`src/rtl/mux_scan_sequencer.sv`:
```
// Round-robin scan controller for a 4:1 bit mux: dwells DWELL cycles per channel, assembles a 4-bit frame, valid/ready out.
// Optional build macro SCAN_MASK_EN adds a per-scan channel enable mask (ch_mask).
module mux_scan_sequencer #(
    parameter int DWELL = 2,
    parameter int CNT_W = 8
) (
    input  logic       clk,
    input  logic       rst_n,
    input  logic       start,
    input  logic       continuous,
    input  logic       mux_out,
`ifdef SCAN_MASK_EN
    input  logic [3:0] ch_mask,
`endif
    input  logic       frame_ready,
    output logic [1:0] sel,
    output logic [3:0] frame,
    output logic       frame_valid,
    output logic       busy
);

    typedef enum logic [1:0] {S_IDLE, S_SCAN, S_DONE} state_t;

    localparam logic [CNT_W-1:0] LP_LAST = CNT_W'(DWELL - 1);

    state_t           r_state;
    state_t           w_next;
    logic [1:0]       r_sel;
    logic [CNT_W-1:0] r_cnt;
    logic [3:0]       r_shadow;
    logic [3:0]       r_frame;
    logic             r_valid;

    logic [3:0] w_mask;
    logic [3:0] w_start_mask;
    logic       w_start_empty;
    logic       w_start_scan;
    logic       w_dwell_done;
    logic [2:0] w_first;
    logic [2:0] w_next_ch;
    logic [3:0] w_sample;

    // Lowest enabled channel at or above lo; bit 2 flags that one was found.
    function automatic logic [2:0] find_from(input logic [3:0] m, input int lo);
        logic [2:0] res;
        res = 3'b000;
        for (int i = 3; i >= 0; i--) begin
            if (m[i] && i >= lo) res = {1'b1, 2'(i)};
        end
        return res;
    endfunction

`ifdef SCAN_MASK_EN
    logic [3:0] r_mask;
    assign w_mask       = r_mask;
    assign w_start_mask = ch_mask;
`else
    assign w_mask       = 4'hF;
    assign w_start_mask = 4'hF;
`endif

    assign w_start_empty = (w_start_mask == 4'h0);
    assign w_first       = find_from(w_start_mask, 0);
    assign w_next_ch     = find_from(w_mask, int'(r_sel) + 1);
    assign w_dwell_done  = (r_cnt == LP_LAST);
    assign w_start_scan  = (r_state == S_IDLE && start) ||
                           (r_state == S_DONE && frame_ready && continuous);

    always_comb begin
        w_sample        = r_shadow;
        w_sample[r_sel] = mux_out;
    end

    // NOTE: async reset on every flop, including the shadow register, so a reset mid-scan discards any partial frame.
    always_ff @(posedge clk or negedge rst_n) begin
        if (!rst_n) r_state <= S_IDLE;
        else        r_state <= w_next;
    end

    always_comb begin
        w_next = r_state;
        case (r_state)
            S_IDLE: if (start) w_next = w_start_empty ? S_DONE : S_SCAN;
            S_SCAN: if (w_dwell_done && !w_next_ch[2]) w_next = S_DONE;
            S_DONE: if (frame_ready) begin
                if (continuous) w_next = w_start_empty ? S_DONE : S_SCAN;
                else            w_next = S_IDLE;
            end
            default: w_next = S_IDLE;
        endcase
    end

    always_ff @(posedge clk or negedge rst_n) begin
        if (!rst_n) begin
            r_sel    <= 2'd0;
            r_cnt    <= '0;
            r_shadow <= 4'h0;
            r_frame  <= 4'h0;
            r_valid  <= 1'b0;
`ifdef SCAN_MASK_EN
            r_mask   <= 4'h0;
`endif
        end else if (w_start_scan) begin
            r_sel    <= w_first[1:0];
            r_cnt    <= '0;
            r_shadow <= 4'h0;
            r_valid  <= w_start_empty;
            if (w_start_empty) r_frame <= 4'h0;
`ifdef SCAN_MASK_EN
            r_mask   <= ch_mask;
`endif
        end else begin
            case (r_state)
                S_SCAN: begin
                    if (w_dwell_done) begin
                        r_cnt    <= '0;
                        r_shadow <= w_sample;
                        if (w_next_ch[2]) begin
                            r_sel <= w_next_ch[1:0];
                        end else begin
                            r_frame <= w_sample;
                            r_valid <= 1'b1;
                        end
                    end else begin
                        r_cnt <= r_cnt + 1'b1;
                    end
                end
                S_DONE: if (frame_ready) begin
                    r_valid <= 1'b0;
                    r_sel   <= 2'd0;
                end
                default: r_sel <= 2'd0;
            endcase
        end
    end

    always_comb begin
        busy        = (r_state != S_IDLE);
        sel         = r_sel;
        frame       = r_frame;
        frame_valid = r_valid;
    end

endmodule

```
`config.mk`:
```
export PLATFORM = sky130hd
export DESIGN_NAME = mux_scan_sequencer
export DESIGN_NICKNAME = d
export VERILOG_FILES = /design/src/rtl/mux_scan_sequencer.sv
export SDC_FILE = /design/constraint.sdc
export NUM_CORES = 1
export LEC_CHECK = 0
export CAP_MARGIN = 20
export CORE_ASPECT_RATIO = 0.75
export CORE_UTILIZATION = 47
export CTS_BUF_LIST = sky130_fd_sc_hd__clkbuf_2 sky130_fd_sc_hd__clkbuf_4 sky130_fd_sc_hd__clkbuf_8
export DETAILED_ROUTE_END_ITERATION = 10
export PLACE_DENSITY = 0.69
export REMOVE_ABC_BUFFERS = 1
export SLEW_MARGIN = 20
export SYNTH_ARGS = -nofsm -noshare
export SYNTH_HDL_FRONTEND = slang
export SYNTH_SLANG_ARGS = --single-unit
```
`constraint.sdc`:
```
create_clock -name clk -period 4.9 [get_ports clk]
set_input_delay 0.735 -clock clk [delete_from_list [all_inputs] [get_ports clk]]
set_output_delay 0.735 -clock clk [all_outputs]
set_load 0.01 [all_outputs]
```
==> insert_results.sql <==
INSERT INTO impl_metrics (metric_group, metric, value, unit) VALUES
('run_status', 'status', 'complete, no violations', ''),
('cts', 'clk_pin_slew_worst_paths', '0.12', 'ns'),
('global_route', 'first_pass_grt_wire_length', '4153', 'µm'),
('timing', 'hold_violation_count_in_the_final_report', '0', ''),
('detailed_routing', 'vias_per_cell', '5.592', ''),
('timing', 'period_needed', '2.343', 'ns'),
('setup_path', 'slowest_delay', '0.49', 'ns'),
('timing', 'period_utilization_post_route', '0.4782', ''),
('finish', 'antenna_cells', '0', ''),
('setup_path', 'arrival', '1.61', 'ns'),
('setup_path', 'crit_path_top_delay_cell', 'dfrtp_1', ''),
('cts', 'postCtsResizedCells', '0', ''),
('finish', 'fillers', '208', ''),
('placement', 'place.detailed.instances', '164', ''),
('setup_path', 'top_delay_family_on_crit_path', 'flip-flops', ''),
('floorplan', 'die_height', '46.24', 'µm'),
('setup_path', 'worst_setup_path_start_kind', 'flip-flop', ''),
('synthesis', 'number_of_enable_type_register_cells_in_the_synthesized_netlist', '0', ''),
('synthesis', 'synthesis.area_per_instance', '10.30', 'µm²'),
('synthesis', 'ys_seq_area_frac', '0.4286', ''),
('power_and_ir_drop', 'ir_drop', '0.2704', 'mV'),
('floorplan', 'initial_utilization', '0.5144', ''),
('timing', 'fmax', '0.4268', 'GHz'),
('timing', 'worst_slew_pin_slew', '0.5279', 'ns'),
('finish', 'layout-drive-gt1-share', '0.1333', ''),
('synthesis', 'synth_warnings', '0', ''),
('timing', 'setup_repair_after_global_routing_missed_its_margin', 'no', ''),
('timing', 'worst_slew_margin_rel', '0.6431', ''),
('cts', 'ctsLongestPathBuffers', '2', ''),
('detailed_routing', 'initialDrtViolationCount', '53', ''),
('setup_path', 'setup.worst_path.class', 'reg -> out', ''),
('detailed_routing', 'route.final.wire_length', '2539', 'µm'),
('synthesis', 'yosys.cell_count.top_type', 'dfrtp_1', ''),
('detailed_routing', 'detail-route-antenna-nets', '0', ''),
('setup_path', 'end_kind', 'output port', ''),
('cts', 'cts_tree', 'done', ''),
('finish', 'final_net_count', '149', ''),
('placement', 'place_congestion', '0.8729', ''),
('global_route', 'vias_in_the_first_global_route', '883', ''),
('detailed_routing', 'drc', '0', ''),
('floorplan', 'io_pins', '14', ''),
('setup_path', 'critical_path.max_fanout', '9', ''),
('detailed_routing', 'dr_total_vias', '945', ''),
('power_and_ir_drop', 'power.leakage', '0.6500', 'nW'),
('synthesis', 'netlist.area_leader.share', '0.4286', ''),
('finish', 'design_area', '1394', 'µm²'),
('detailed_routing', 'drt_first_pass_iters', '4', ''),
('cts', 'insertion_delay', '0.31', 'ns'),
('timing', 'finalSetupViolations', '0', ''),
('floorplan', 'floorplan.die.width', '60.98', 'µm'),
('synthesis', 'yosys-top-cells-area', 'dfrtp_1, ha_1, mux2_4', ''),
('synthesis', 'netlist_top_cells_count', 'dfrtp_1, nand2_1, a21oi_1, ha_1, nand3_1', ''),
('finish', 'area.sequential', '525.5', 'µm²'),
('synthesis', 'post-synth-top-area-cell', 'dfrtp_1', ''),
('timing', 'final_setup_tns', '0', 'ns'),
('finish', 'multiInputGateArea', '638.1', 'µm²'),
('synthesis', 'post_synth_instance_area', '1226', 'µm²'),
('synthesis', 'ys_ff_latch', '21', ''),
('timing', 'final-max-slew-violation-count', '0', ''),
('synthesis', 'synthArstFlopShare', '1.000', ''),
('cts', 'h-tree-depth', '1', ''),
('setup_path', 'critPathBufInv', '1', ''),
('global_route', 'grt_start_max_net_pins', '22', ''),
('power_and_ir_drop', 'pwr_density_cell', '530.4', 'nW/µm²'),
('flow_run', 'max_cap_viol_count', '0', ''),
('min_path', 'min-delay-path-class', 'reg -> reg', ''),
('synthesis', 'synthesis.instances', '119', ''),
('timing', 'hold_ws', '0.4968', 'ns'),
('cts', 'ctsRootBufferMaster', 'clkbuf_4', ''),
('floorplan', 'coreArea', '2384', 'µm²'),
('placement', 'placed_area', '1355', 'µm²');
-- layer usage --
| layer | global-route usage | vias up | part of all wire | wire length (µm) |
|---|---|---|---|---|
| met5 | 0 | - | 0 | 0 |
| met4 | 0.06818 | 0 | 0.012 | 30 |
| met3 | 0.08427 | 4 | 0.077 | 195 |
| met2 | 0.2901 | 40 | 0.41 | 1053 |
| met1 | 0.3010 | 442 | 0.50 | 1259 |
| li1 | - | 459 | - | - |
-- cell usage in the layout, fill, tap and decap left out, types with 3 or more instances in the layout --
cell type | synthesis | final
clkdlybuf4s50_1 | 0 | 13
nand2b_1 | 6 | 6
a31oi_1 | 4 | 4
nand3_1 | 7 | 7
a21oi_1 | 9 | 9
ha_1 | 7 | 7
mux2_4 | 4 | 4
dfrtp_1 | 21 | 21
a21o_1 | 4 | 4
o21ai_0 | 6 | 6
clkbuf_4 | 0 | 3
nor2_1 | 5 | 5
nand2_1 | 14 | 14
inv_1 | 5 | 5
-- logic make-up after synthesis --
family          count (synthesis)  synth area share
simple gates                   45            0.2082
compound gates                 32            0.1684
flops                          21            0.4286
buf+inv                         7           0.05102
fa+ha+maj                       7           0.07143
mux                             5           0.05816
xor+xnor                        2           0.01429
-- through the flow --
stage | util | setup slack, ns | power (mW)
global placement | 0.5685 | 2.816 | 0.6382
floorplan | - | 3.038 | 0.5292
detailed placement | 0.5685 | 2.758 | 0.6479
global route | 0.5848 | 2.505 | 0.7996
finish | 0.5848 | 2.557 | 0.7394
CTS | 0.5801 | 2.553 | 0.7369
-- state kept, by name, summed over array words and instances, names as in the netlist --
| signal | count |
|---|---|
| frame_valid | 1 |
| frame | 4 |
| r_state | 2 |
| sel | 2 |
| r_cnt | 8 |
| r_shadow | 4 |
-- final timing paths --
kind	from	to	slack, ns	cells past startpoint
setup / recovery	r_state[0]$_DFFE_PN0P_	busy	2.56	2
max in group asynchronous	rst_n	r_shadow[2]$_DFFE_PN0P_	3.67	2
min in group asynchronous	rst_n	r_cnt[3]$_DFFE_PN0P_	0.74	1
setup reg to reg	r_cnt[1]$_DFFE_PN0P_	frame[3]$_DFFE_PN0P_	2.88	6
hold reg to reg	r_shadow[3]$_DFFE_PN0P_	r_shadow[3]$_DFFE_PN0P_	0.50	1
hold / removal	r_shadow[3]$_DFFE_PN0P_	r_shadow[3]$_DFFE_PN0P_	0.50	1
-- final cells by class --
cell class,count,area share
well taps,34,0.03052
clock buffers,3,0.01616
clock inverters,1,0.003591
repair buffers,14,0.1014
flip-flops and latches,21,0.3770
multi-input cells,91,0.4578
inverters,5,0.01346
-- report_power, final --
group          internal [mW]  total (mW)  switching, mW
Sequential             0.235       0.310         0.0753
Combinational          0.171       0.342          0.170
Clock                 0.0305      0.0873         0.0568
Total                  0.437       0.739          0.302
(Power assumes the default switching activity.)
